--- src/rtl/hci_package.sv ---
// Streamer command/flag types shared by the scheduler and the HCI streamers.
// Contents:
//   hci_streamer_addressgen_ctrl_t - address generator programming fields
//   hci_streamer_ctrl_t            - req_start strobe plus address generator fields
//   hci_streamer_flags_t           - streamer status (ready_start, done)
package hci_package;

    typedef struct packed {
        logic [31:0] base_addr;
        logic [31:0] tot_len;
        logic [31:0] d0_len;
        logic [31:0] d0_stride;
        logic [31:0] d1_len;
        logic [31:0] d1_stride;
        logic [31:0] d2_stride;
        logic [1:0]  dim_enable_1h;
    } hci_streamer_addressgen_ctrl_t;

    typedef struct packed {
        logic                          req_start;
        hci_streamer_addressgen_ctrl_t addressgen_ctrl;
    } hci_streamer_ctrl_t;

    typedef struct packed {
        logic ready_start;
        logic done;
    } hci_streamer_flags_t;

endpackage

--- src/rtl/sfm_stream_sched_pkg.sv ---
// Shared softmax-engine definitions used by the row scheduler.
// Contents:
//   SFM_DATA_WIDTH    - default TCDM word width in bits
//   SFM_BPW           - bytes per TCDM word (DATA_WIDTH/8)
//   sfm_sched_state_e - scheduler FSM states
package sfm_stream_sched_pkg;

    localparam int unsigned SFM_DATA_WIDTH = 128;
    localparam int unsigned SFM_BPW        = SFM_DATA_WIDTH / 8;

    typedef enum logic [2:0] {
        StIdle,
        StAccStart,
        StAccWait,
        StNormStart,
        StNormWait,
        StNextRow,
        StFinish
    } sfm_sched_state_e;

endpackage

--- src/rtl/sfm_stream_sched_if.sv ---
// Streamer handshake bundle between the scheduler and the in/out HCI streamers.
// Signals (named from the scheduler's point of view):
//   in_ctrl_o / out_ctrl_o   - commands to the input and output streamers
//   in_flags_i / out_flags_i - status from the input and output streamers
// Modports:
//   master - scheduler side (drives ctrl, samples flags)
//   slave  - streamer side (samples ctrl, drives flags)
interface sfm_stream_sched_if;
    import hci_package::*;

    hci_streamer_ctrl_t  in_ctrl_o;
    hci_streamer_ctrl_t  out_ctrl_o;
    hci_streamer_flags_t in_flags_i;
    hci_streamer_flags_t out_flags_i;

    modport master (
        output in_ctrl_o,
        output out_ctrl_o,
        input  in_flags_i,
        input  out_flags_i
    );

    modport slave (
        input  in_ctrl_o,
        input  out_ctrl_o,
        output in_flags_i,
        output out_flags_i
    );

endinterface

--- src/rtl/sfm_stream_sched.sv ---
// Softmax row scheduler: for each row runs an ACC pass (input streamer only,
// datapath reduces max/sum) followed by a NORM pass (input and output streamers
// together), then steps both row addresses by the row stride.
// Ports:
//   clk_i, rst_i (sync, active-high), clear_i (soft clear, same effect as rst_i)
//   start_i                      - job start pulse, ignored while busy
//   in_base_i, out_base_i        - row-0 byte addresses
//   row_len_i, row_stride_i      - row length and row-to-row distance in bytes
//   n_rows_i                     - number of rows
//   strm (sfm_stream_sched_if.master) - in/out streamer commands and flags
//   dp_acc_done_i                - datapath reduction finished
//   dp_phase_o                   - 0 = ACC pass, 1 = NORM pass
//   busy_o, done_o               - job active / 1-cycle job completion pulse
//   row_idx_o                    - current row index
//   perf_cycles_o                - busy-cycle counter, only with SFM_STREAM_SCHED_PERF_EN
// Build option: define SFM_STREAM_SCHED_PERF_EN to add perf_cycles_o.
module sfm_stream_sched
    import hci_package::*;
    import sfm_stream_sched_pkg::*;
#(
    parameter int unsigned DATA_WIDTH    = 128,
    parameter int unsigned ADDR_WIDTH    = 32,
    parameter int unsigned ROW_CNT_WIDTH = 16
) (
    input  logic                     clk_i,
    input  logic                     rst_i,
    input  logic                     clear_i,
    input  logic                     start_i,
    input  logic [ADDR_WIDTH-1:0]    in_base_i,
    input  logic [ADDR_WIDTH-1:0]    out_base_i,
    input  logic [31:0]              row_len_i,
    input  logic [31:0]              row_stride_i,
    input  logic [ROW_CNT_WIDTH-1:0] n_rows_i,
    sfm_stream_sched_if.master       strm,
    input  logic                     dp_acc_done_i,
    output logic                     dp_phase_o,
    output logic                     busy_o,
    output logic                     done_o,
    output logic [ROW_CNT_WIDTH-1:0] row_idx_o
`ifdef SFM_STREAM_SCHED_PERF_EN
    ,
    output logic [31:0]              perf_cycles_o
`endif
);

    localparam int unsigned Bpw     = DATA_WIDTH / 8;
    localparam int unsigned BpwLog2 = $clog2(Bpw);

    // Join of two sticky done events. Returns {all_done, a_next, b_next}.
    // Events are dropped while clr is high; the pair self-clears once joined
    // so the next wait always starts from an empty pair.
    function automatic logic [2:0] sfm_done_join(input logic clr,
                                                 input logic a_q,
                                                 input logic b_q,
                                                 input logic a_ev,
                                                 input logic b_ev);
        logic a_seen;
        logic b_seen;
        logic joined;
        a_seen = a_q | a_ev;
        b_seen = b_q | b_ev;
        joined = !clr && a_seen && b_seen;
        return {joined, !clr && !joined && a_seen, !clr && !joined && b_seen};
    endfunction

    sfm_sched_state_e         state_q, state_d;
    logic [ROW_CNT_WIDTH-1:0] row_idx_q, row_idx_d;
    logic [ROW_CNT_WIDTH-1:0] n_rows_q, n_rows_d;
    logic [ADDR_WIDTH-1:0]    in_addr_q, in_addr_d;
    logic [ADDR_WIDTH-1:0]    out_addr_q, out_addr_d;
    logic [ADDR_WIDTH-1:0]    stride_q, stride_d;
    logic [31:0]              row_len_q, row_len_d;
    logic                     sticky_a_q, sticky_a_d;
    logic                     sticky_b_q, sticky_b_d;

    logic in_req;
    logic out_req;
    logic in_wait;
    logic ev_b;
    logic all_done;

    // Only the done flags matter to the scheduler.
    logic unused_flags;
    assign unused_flags = strm.in_flags_i.ready_start ^ strm.out_flags_i.ready_start;

    always_comb begin
        state_d    = state_q;
        row_idx_d  = row_idx_q;
        n_rows_d   = n_rows_q;
        in_addr_d  = in_addr_q;
        out_addr_d = out_addr_q;
        stride_d   = stride_q;
        row_len_d  = row_len_q;
        in_req     = 1'b0;
        out_req    = 1'b0;
        dp_phase_o = 1'b0;
        done_o     = 1'b0;
        busy_o     = (state_q != StIdle);

        // One sticky pair serves both waits: slot a is always the input
        // streamer, slot b is the reduction in ACC and the output streamer in NORM.
        in_wait = (state_q == StAccWait) || (state_q == StNormWait);
        ev_b    = (state_q == StNormWait) ? strm.out_flags_i.done : dp_acc_done_i;
        {all_done, sticky_a_d, sticky_b_d} = sfm_done_join(!in_wait, sticky_a_q, sticky_b_q,
                                                           strm.in_flags_i.done, ev_b);

        unique case (state_q)
            StIdle: begin
                if (start_i) begin
                    row_idx_d  = '0;
                    n_rows_d   = n_rows_i;
                    in_addr_d  = in_base_i;
                    out_addr_d = out_base_i;
                    stride_d   = ADDR_WIDTH'(row_stride_i);
                    row_len_d  = row_len_i;
                    state_d    = (n_rows_i == '0 || row_len_i == '0) ? StFinish : StAccStart;
                end
            end
            StAccStart: begin
                in_req  = 1'b1;
                state_d = StAccWait;
            end
            StAccWait: begin
                if (all_done) state_d = StNormStart;
            end
            StNormStart: begin
                in_req     = 1'b1;
                out_req    = 1'b1;
                dp_phase_o = 1'b1;
                state_d    = StNormWait;
            end
            StNormWait: begin
                dp_phase_o = 1'b1;
                if (all_done) state_d = StNextRow;
            end
            StNextRow: begin
                row_idx_d  = row_idx_q + ROW_CNT_WIDTH'(1);
                in_addr_d  = in_addr_q + stride_q;
                out_addr_d = out_addr_q + stride_q;
                state_d    = (row_idx_d == n_rows_q) ? StFinish : StAccStart;
            end
            StFinish: begin
                done_o  = 1'b1;
                state_d = StIdle;
            end
            default: state_d = StIdle;
        endcase
    end

    // Row-invariant command fields; only req_start and base_addr differ per stream.
    always_comb begin
        strm.in_ctrl_o  = '0;
        strm.out_ctrl_o = '0;

        strm.in_ctrl_o.req_start                 = in_req;
        strm.in_ctrl_o.addressgen_ctrl.base_addr = 32'(in_addr_q);
        strm.in_ctrl_o.addressgen_ctrl.tot_len   = row_len_q >> BpwLog2;
        strm.in_ctrl_o.addressgen_ctrl.d0_len    = row_len_q;
        strm.in_ctrl_o.addressgen_ctrl.d0_stride = 32'(Bpw);

        strm.out_ctrl_o.req_start                 = out_req;
        strm.out_ctrl_o.addressgen_ctrl.base_addr = 32'(out_addr_q);
        strm.out_ctrl_o.addressgen_ctrl.tot_len   = row_len_q >> BpwLog2;
        strm.out_ctrl_o.addressgen_ctrl.d0_len    = row_len_q;
        strm.out_ctrl_o.addressgen_ctrl.d0_stride = 32'(Bpw);
    end

    assign row_idx_o = row_idx_q;

    always_ff @(posedge clk_i) begin
        if (rst_i || clear_i) begin
            state_q    <= StIdle;
            row_idx_q  <= '0;
            n_rows_q   <= '0;
            in_addr_q  <= '0;
            out_addr_q <= '0;
            stride_q   <= '0;
            row_len_q  <= '0;
            sticky_a_q <= 1'b0;
            sticky_b_q <= 1'b0;
        end else begin
            state_q    <= state_d;
            row_idx_q  <= row_idx_d;
            n_rows_q   <= n_rows_d;
            in_addr_q  <= in_addr_d;
            out_addr_q <= out_addr_d;
            stride_q   <= stride_d;
            row_len_q  <= row_len_d;
            sticky_a_q <= sticky_a_d;
            sticky_b_q <= sticky_b_d;
        end
    end

`ifdef SFM_STREAM_SCHED_PERF_EN
    logic [31:0] perf_q, perf_d;

    always_comb begin
        perf_d = perf_q;
        if (state_q == StIdle) begin
            if (start_i) perf_d = '0;
        end else if (perf_q != 32'hFFFF_FFFF) begin
            perf_d = perf_q + 32'd1;
        end
    end

    always_ff @(posedge clk_i) begin
        if (rst_i || clear_i) perf_q <= '0;
        else                  perf_q <= perf_d;
    end

    assign perf_cycles_o = perf_q;
`endif

endmodule

--- src/flat_wrapper.sv ---
// flat-port wrapper written by rule: the top's interface ports become plain ports
module sfm_stream_sched_flat import hci_package::*; import sfm_stream_sched_pkg::*;
#(
    parameter int unsigned DATA_WIDTH    = 128,
    parameter int unsigned ADDR_WIDTH    = 32,
    parameter int unsigned ROW_CNT_WIDTH = 16
)
  (clk_i, rst_i, clear_i, start_i, in_base_i, out_base_i, row_len_i, row_stride_i, n_rows_i, dp_acc_done_i, dp_phase_o, busy_o, done_o, row_idx_o, strm_in_ctrl_o, strm_out_ctrl_o, strm_in_flags_i, strm_out_flags_i);
  sfm_stream_sched_if strm_i ();
  input  logic clk_i;
  input  logic rst_i;
  input  logic clear_i;
  input  logic start_i;
  input  logic [ADDR_WIDTH-1:0] in_base_i;
  input  logic [ADDR_WIDTH-1:0] out_base_i;
  input  logic [31:0] row_len_i;
  input  logic [31:0] row_stride_i;
  input  logic [ROW_CNT_WIDTH-1:0] n_rows_i;
  input  logic dp_acc_done_i;
  output logic dp_phase_o;
  output logic busy_o;
  output logic done_o;
  output logic [ROW_CNT_WIDTH-1:0] row_idx_o;
  output wire logic [$bits(strm_i.in_ctrl_o)-1:0] strm_in_ctrl_o;
  output wire logic [$bits(strm_i.out_ctrl_o)-1:0] strm_out_ctrl_o;
  input wire logic [$bits(strm_i.in_flags_i)-1:0] strm_in_flags_i;
  input wire logic [$bits(strm_i.out_flags_i)-1:0] strm_out_flags_i;
  assign strm_in_ctrl_o = strm_i.in_ctrl_o;
  assign strm_out_ctrl_o = strm_i.out_ctrl_o;
  assign strm_i.in_flags_i = strm_in_flags_i;
  assign strm_i.out_flags_i = strm_out_flags_i;
  sfm_stream_sched #(.DATA_WIDTH(DATA_WIDTH), .ADDR_WIDTH(ADDR_WIDTH), .ROW_CNT_WIDTH(ROW_CNT_WIDTH)) u_core (.clk_i(clk_i), .rst_i(rst_i), .clear_i(clear_i), .start_i(start_i), .in_base_i(in_base_i), .out_base_i(out_base_i), .row_len_i(row_len_i), .row_stride_i(row_stride_i), .n_rows_i(n_rows_i), .strm(strm_i), .dp_acc_done_i(dp_acc_done_i), .dp_phase_o(dp_phase_o), .busy_o(busy_o), .done_o(done_o), .row_idx_o(row_idx_o));
endmodule
--- config.mk ---
export PLATFORM = sky130hd
export DESIGN_NAME = sfm_stream_sched_flat
export DESIGN_NICKNAME = d
export VERILOG_FILES = /design/src/rtl/hci_package.sv /design/src/rtl/sfm_stream_sched_pkg.sv /design/src/rtl/sfm_stream_sched_if.sv /design/src/rtl/sfm_stream_sched.sv /design/src/flat_wrapper.sv
export SDC_FILE = /design/constraint.sdc
export NUM_CORES = 1
export LEC_CHECK = 0
export ABC_AREA = 1
export CORE_AREA = 2 2 242 244
export DETAILED_ROUTE_END_ITERATION = 7
export DIE_AREA = 0 0 244 246
export DONT_BUFFER_PORTS = 1
export SYNTH_ARGS = -nofsm -noshare
export SYNTH_HDL_FRONTEND = slang
export SYNTH_SLANG_ARGS = --single-unit
--- constraint.sdc ---
create_clock -name clk_i -period 2.3 [get_ports clk_i]
set_clock_uncertainty 0.1 [all_clocks]
set_input_delay 0.46 -clock clk_i [delete_from_list [all_inputs] [get_ports clk_i]]
set_output_delay 0.46 -clock clk_i [all_outputs]
set_load 0.01 [all_outputs]
==> results of run 1 <==
[stage by stage]
| step | cell area (um^2) | TNS [ns] |
|---|---|---|
| CTS | 15000 | -0.0158 |
| global route | 15500 | -0.870 |
| detailed placement | 13800 | -1.09 |
| floorplan | 14700 | 0 |
| finish | 15500 | -0.0324 |
| global placement | 13800 | -0.947 |
[cell families after synthesis]
kind of cell,count (synthesis)
AND/OR/NAND/NOR,931
buffers and inverters,556
AO/OA/AOI/OAI,380
flip-flops,165
adder cells (fa/ha/maj),65
XOR/XNOR,24
other,2
[power groups by stage]
stage	clock (uW)	combinational, uW	sequential, uW
5_1_grt	3070	1470	3170
6_report	2850	1320	3160
2_1_floorplan	0	1290	3140
4_1_cts	2970	1290	3150
3_5_place_dp	0	1180	3220
3_3_place_gp	0	1180	3210
[cell usage in the layout, fill, tap and decap left out, types with 17 or more instances in the layout]
master	instances
dfxtp_1	142
a21oi_1	157
o21ai_0	117
nand3_1	98
inv_1	119
nand2_1	415
buf_4	137
a21oi_2	19
dfxtp_2	22
conb_1	268
nand4_1	19
clkbuf_16	17
ha_1	47
dlygate4sd3_1	66
nor2_1	309
o21ai_1	33
[sequential cells by signal (all words and copies together), names as in the netlist]
name / cells
u_core.in_addr_q: 32
u_core.out_addr_q: 32
u_core.row_len_q: 32
u_core.stride_q: 32
u_core.n_rows_q: 16
u_core.row_idx_o: 16
u_core.state_q: 3
u_core.sticky_a_q: 1
u_core.sticky_b_q: 1
[worst min path at each step]
stage,startpoint,to,cells after the start
after CTS,dp_acc_done_i,u_core.sticky_b_q,2
after global placement,u_core.n_rows_q[11],u_core.n_rows_q[11],2
after detailed placement,u_core.sticky_a_q,u_core.sticky_a_q,2
after floorplan,u_core.sticky_a_q,u_core.sticky_a_q,2
after global routing,n_rows_i[1],u_core.n_rows_q[1],2
final,dp_acc_done_i,u_core.sticky_b_q,2
[critical path, stage by stage (launching register included)]
cell     delay [ns]
dfxtp_4        0.38
ha_4           0.14
inv_2          0.04
fa_2           0.42
inv_2          0.08
nand3_2        0.08
nand2_4        0.10
nand2_4        0.06
nand2_4        0.08
nand2_4        0.06
a21oi_2        0.14
buf_4          0.14
nand2_2        0.05
nand2_1        0.06
nand2_1        0.05
nand3_1        0.08
nand2_1        0.07
a21oi_1        0.13
[layout make-up]
class,instances,area [um^2],area share
multi-input cells,1668,8350,0.538
flip-flops and latches,165,3330,0.215
diodes,5,12.5,0.000806
inverters,135,510,0.0329
well taps,765,957,0.0617
clock buffers,20,447,0.0288
repair buffers,209,1810,0.117
clock inverters,12,95.1,0.00613
[routing by layer]
layer / global-route usage / wire length, um / vias up / share of wire
met5: 0 / 11 / - / 0.00021
met4: 0.0509 / 995 / 2 / 0.019
met3: 0.0497 / 3890 / 56 / 0.075
met2: 0.276 / 25100 / 472 / 0.48
met1: 0.206 / 22100 / 6147 / 0.42
li1: - / - / 6450 / -
[what timing repair did]
item                                    in CTS  in global routing
pin swaps                                    0                 22
hold endpoints to repair                    66                  0
hold buffers                                66                  0
setup buffers                                0                  9
endpoints found under the setup margin      21                 47
cloned                                       0                  0
gates resized for setup                     17                124
==> results.md, run 1 <==
- Status: finished with violations
- Failing checks: setup timing
- Starting DRC count in detailed routing: 834
- Register area share after synthesis: 0.242
- CP endpoint kind: flop
- Share of post-route cells with drive strength above 1: 0.140
- Gpl congestion: 0.937
- Row count: 88
- Worst path required time: 2.63 ns
- Area share of fa/ha/maj cells after synthesis: 0.0606
- Simple-Gate Fraction of Synth Area: 0.277
- Antenna-violating nets left: 0
- Compound-Gate Fraction of Synth Area: 0.150
- Root Buffer: clkbuf_16
- Routed WL: 52,100 um
- Max Cap Viol: 0
- Reg power frac: 0.431
- Slew headroom: 0.565
- Clock slew at reported path FFs: 0.08 ns
- P&R area growth vs syn: 13.6%
- YS warnings: 0
- Cell Area, Synth: 13,700 um^2
- Fraction of synthesized area in multiplexers: 0
- CP startpoint kind: flop
- XOR/XNOR Fraction of Synth Area: 0.0164
- Drt first pass iters: 5
- Synth top area share: 0.242
- CP Max Fanout: 3
- Minimum clock period: 2.32 ns
- Synth area leaders: dfxtp_1, buf_4, nand2_1
- Final Max Tran Viols: 0
- Final hold violations: 0
- Die footprint: 60,000 um^2
- Core area: 57,400 um^2
- Most numerous cell in the Yosys netlist: nand2_1
- Final net count: 2,414
- Internal Power: 4830 uW
- CP Class: reg2reg
- Max clock buf depth: 2
- R2R Path End: u_core.out_addr_q[24]
- Syn_area_per_cell: 6.43 um^2
- RR Startpoint: u_core.stride_q[0]
- Async SR Flop Fraction: 0
- RSZ-0062 raised after global routing: true
- CP Launch Point: u_core.stride_q[0]
- Cells after DPL: 2,867
- Final setup margin: -0.0221 ns
- Grt total ovfl: 0
- Net switching power: 2490 uW
- Area leader, netlist: dfxtp_1
- Mapped Cells: 2,123
- Post-synthesis cell type count: 41
- Pin count of the biggest net entering global routing: 105
- Crit path capture: u_core.out_addr_q[24]
- Clk_lat worst skew: 0.51 ns
- Top cells by count, synth: nand2_1, buf_4, nor2_1, a21oi_1, dfxtp_1
- Register bit total from synthesis: 165
- Non-Filler Instances: 2,979
- CTS buffer count: 17
- Largest family of logic cells by synthesized area: simple AND/OR/NAND/NOR gates
- H-tree level count: 4
- # DRC: 0
- Mean routed wirelength per cell: 17.5 um
- Hold_ws: 0.0518 ns
- Comb power frac: 0.180
- Die H: 246 um
- Layout fillers: 6,474
- Maximum vdd drop: 0.618 mV
- Setup WS pre-CTS: -0.169 ns
- CTS tree: done
- Pwr/cell area: 472 nW/um^2
- Global-route wire length before repair: 73,900 um
- Clk sinks: 165
- # IOs: 626
- Number of synthesized flops with an enable pin: 0
- Reg2reg path depth: 17
- Vias per Instance: 4.41
- Highest clock rate: 0.431 GHz
- Worst Max-Slew Pin Slew: 0.652 ns
- R2R setup slack: -0.02 ns
- Static leakage: 0.00685 uW
- Final Power: 7330 uW
- Ys flop type: dfxtp_1
- Number of global-route vias before repair: 11,700
- Initial core utilization: 0.238
- Detail Placement HPWL: 40,300 um
- Final setup violation count: 2
- Initial antenna violation count: 8
- Die Wd: 244 um
- Overall Global Routing Usage: 0.166
- Path type of the worst min-delay path: in2reg
- Switching share of total power: 0.340
- Vias: 13,100
- Clock power share: 0.389
- Final core utilization: 0.271
- Buffers on Ports: 0
- Final worst path period share: 1.01
- Critical path data arrival time: 2.65 ns
(Power assumes the default switching activity.)
==> run 2: changes to the inputs <==
--- a/config.mk
+++ b/config.mk
@@ -10,6 +10,7 @@
 export DETAILED_ROUTE_END_ITERATION = 7
 export DIE_AREA = 0 0 244 246
 export DONT_BUFFER_PORTS = 1
+export GPL_ROUTABILITY_DRIVEN = 0
 export SYNTH_ARGS = -nofsm -noshare
 export SYNTH_HDL_FRONTEND = slang
 export SYNTH_SLANG_ARGS = --single-unit
==> run 2 against run 1 <==
Effect of this change:
- setup slack improved by 0.030 ns
- non-clock buffer count decreased by 13
- highest routed layer unchanged
- first-iteration DRC count increased by 8.5%
- global-route usage decreased by 0.16 points
- the flow now finishes without violations
- sequential power about the same
- largest cell class unchanged
- critical endpoint unchanged
- core utilization decreased by 0.12 points
- final area decreased by 0.44%
- maximum frequency increased by 1.3%
- sequential share of layout area increased by 0.079 points
- total power increased by 4.8%
==> results.md, run 2 (same netlist as run 1, synthesis figures left out) <==
- # DRC: 0
- Die footprint: 60,000 um^2
- CP Max Fanout: 3
- Crit path max-delay family: simple AND/OR/NAND/NOR gates
- Buffers on Ports: 0
- Routed WL: 51,700 um
- Overall Global Routing Usage: 0.165
- CTS buffer count: 17
- RR Startpoint: u_core.stride_q[0]
- CP endpoint kind: flop
- Path type of the worst min-delay path: in2reg
- Crit-path cells: ha_4, inv_2, fa_2, inv_2, nand3_2, nand2_4, nand2_2, nand2_2, nand2_4, a21oi_2, buf_4, nand2_2, nand3_1, nand3_1, nand2_1, a21oi_1
- R2R setup slack: 0.008 ns
- Vias per Instance: 4.39
- Static leakage: 0.00684 uW
- Worst Max-Slew Pin Slew: 0.637 ns
- Root Buffer: clkbuf_16
- CP Launch Point: u_core.stride_q[0]
- Slew headroom: 0.575
- CP bufs+invs: 3
- Number of global-route vias before repair: 11,600
- Highest clock rate: 0.436 GHz
- Vias: 13,000
- Minimum clock period: 2.29 ns
- Global-route wire length before repair: 73,100 um
- Hold_ws: 0.0357 ns
- Starting DRC count in detailed routing: 905
- Final setup violation count: 0
- Clk_lat worst skew: 0.50 ns
- Cells after DPL: 2,858
- Initial core utilization: 0.238
- Critical path depth: 16
- Final hold violations: 0
- Max clock buf depth: 2
- R2R Path End: u_core.out_addr_q[24]
- Worst path required time: 2.55 ns
- Core area: 57,400 um^2
- Clock slew at reported path FFs: 0.07 ns
- CP startpoint kind: flop
- H-tree level count: 4
- Mean routed wirelength per cell: 17.4 um
- Crit path capture: u_core.out_addr_q[24]
- P&R area growth vs syn: 13.1%
- Most frequent cells in the layout: nand2_1, nor2_1, conb_1
- Critical path data arrival time: 2.54 ns
- Hold path cells: 2
- Commonest non-fill, non-tap cell in the layout: nand2_1
- Non-Filler Instances: 2,966
- Antenna-violating nets left: 0
- Max stage delay on crit path: 0.41 ns
- Pin count of the biggest net entering global routing: 105
- Row count: 88
- Max Cap Viol: 0
- Final worst path period share: 0.996
- Grt total ovfl: 0
- Status: finished, final reports clean
- CTS tree: done
- Die H: 246 um
- Initial antenna violation count: 8
- Final Max Tran Viols: 0
- Reg2reg path depth: 16
- CP Class: reg2reg
- # IOs: 626
- Pwr/cell area: 497 nW/um^2
- Share of post-route cells with drive strength above 1: 0.132
- RSZ-0062 raised after global routing: true
- Final net count: 2,401
- Drt first pass iters: 5
- Clk sinks: 165
- CP max-delay cell: fa_2
- Setup TNS: 0 ns
- CP most frequent cell: nand2_2
- Die Wd: 244 um
- Maximum vdd drop: 0.591 mV
- Detail Placement HPWL: 40,000 um
-- run 2: what timing repair did --
action,CTS,global route
buffers inserted,0,6
endpoints found under the hold margin,65,0
hold buffers,65,0
pin swaps,0,23
gates resized for setup,12,117
cloned,0,0
endpoints found under the setup margin,21,43
-- run 2: layout make-up --
class | count | area (um^2)
diodes | 5 | 12.5
clock buffers | 20 | 457
clock inverters | 12 | 164
fillers | 6462 | 41900
inverters | 135 | 510
multi-input cells | 1668 | 8300
flip-flops and latches | 165 | 3330
well taps | 765 | 957
repair buffers | 196 | 1720
-- run 2: worst min-delay path by stage --
stage,startpoint,slack (ns),to
finish,row_stride_i[0],0.04,u_core.stride_q[0]
global placement,u_core.n_rows_q[0],0.35,u_core.n_rows_q[0]
global route,row_stride_i[0],0.02,u_core.stride_q[0]
detailed placement,u_core.n_rows_q[0],0.36,u_core.n_rows_q[0]
CTS,row_stride_i[0],0.0009,u_core.stride_q[0]
floorplan,u_core.sticky_a_q,0.34,u_core.sticky_a_q
-- run 2: metal layers --
layer  wire, um  GRT usage  part of all wire
met5         10          0           0.00019
met1      21500      0.204              0.42
met4       1150     0.0516             0.022
met3       4420     0.0546             0.086
met2      24600      0.269              0.48
-- run 2: through the flow --
step	setup slack (ns)	area, um^2	power (uW)	utilization
5_1_grt	-0.141	15400	8070	0.269
3_3_place_gp	-0.121	13700	4370	0.239
4_1_cts	-0.0184	15000	7750	0.262
2_1_floorplan	0.138	14700	4420	-
6_report	0.00828	15500	7680	0.269
3_5_place_dp	-0.131	13700	4380	0.239
-- run 2: power by group --
group          internal [uW]  switching (uW)
Sequential              2970             190
Clock                   1790            1440
Combinational            428             867
Total                   5180            2490
-- run 2: worst reg2reg max path, delay by kind of cell, from the launching register on --
kind / cells / cell delay (ns)
DFF: 1 / 0.38
buffers and inverters: 3 / 0.26
adders and majority gates: 2 / 0.54
and+or+nand+nor: 9 / 0.66
AOI/OAI and AO/OA: 2 / 0.19
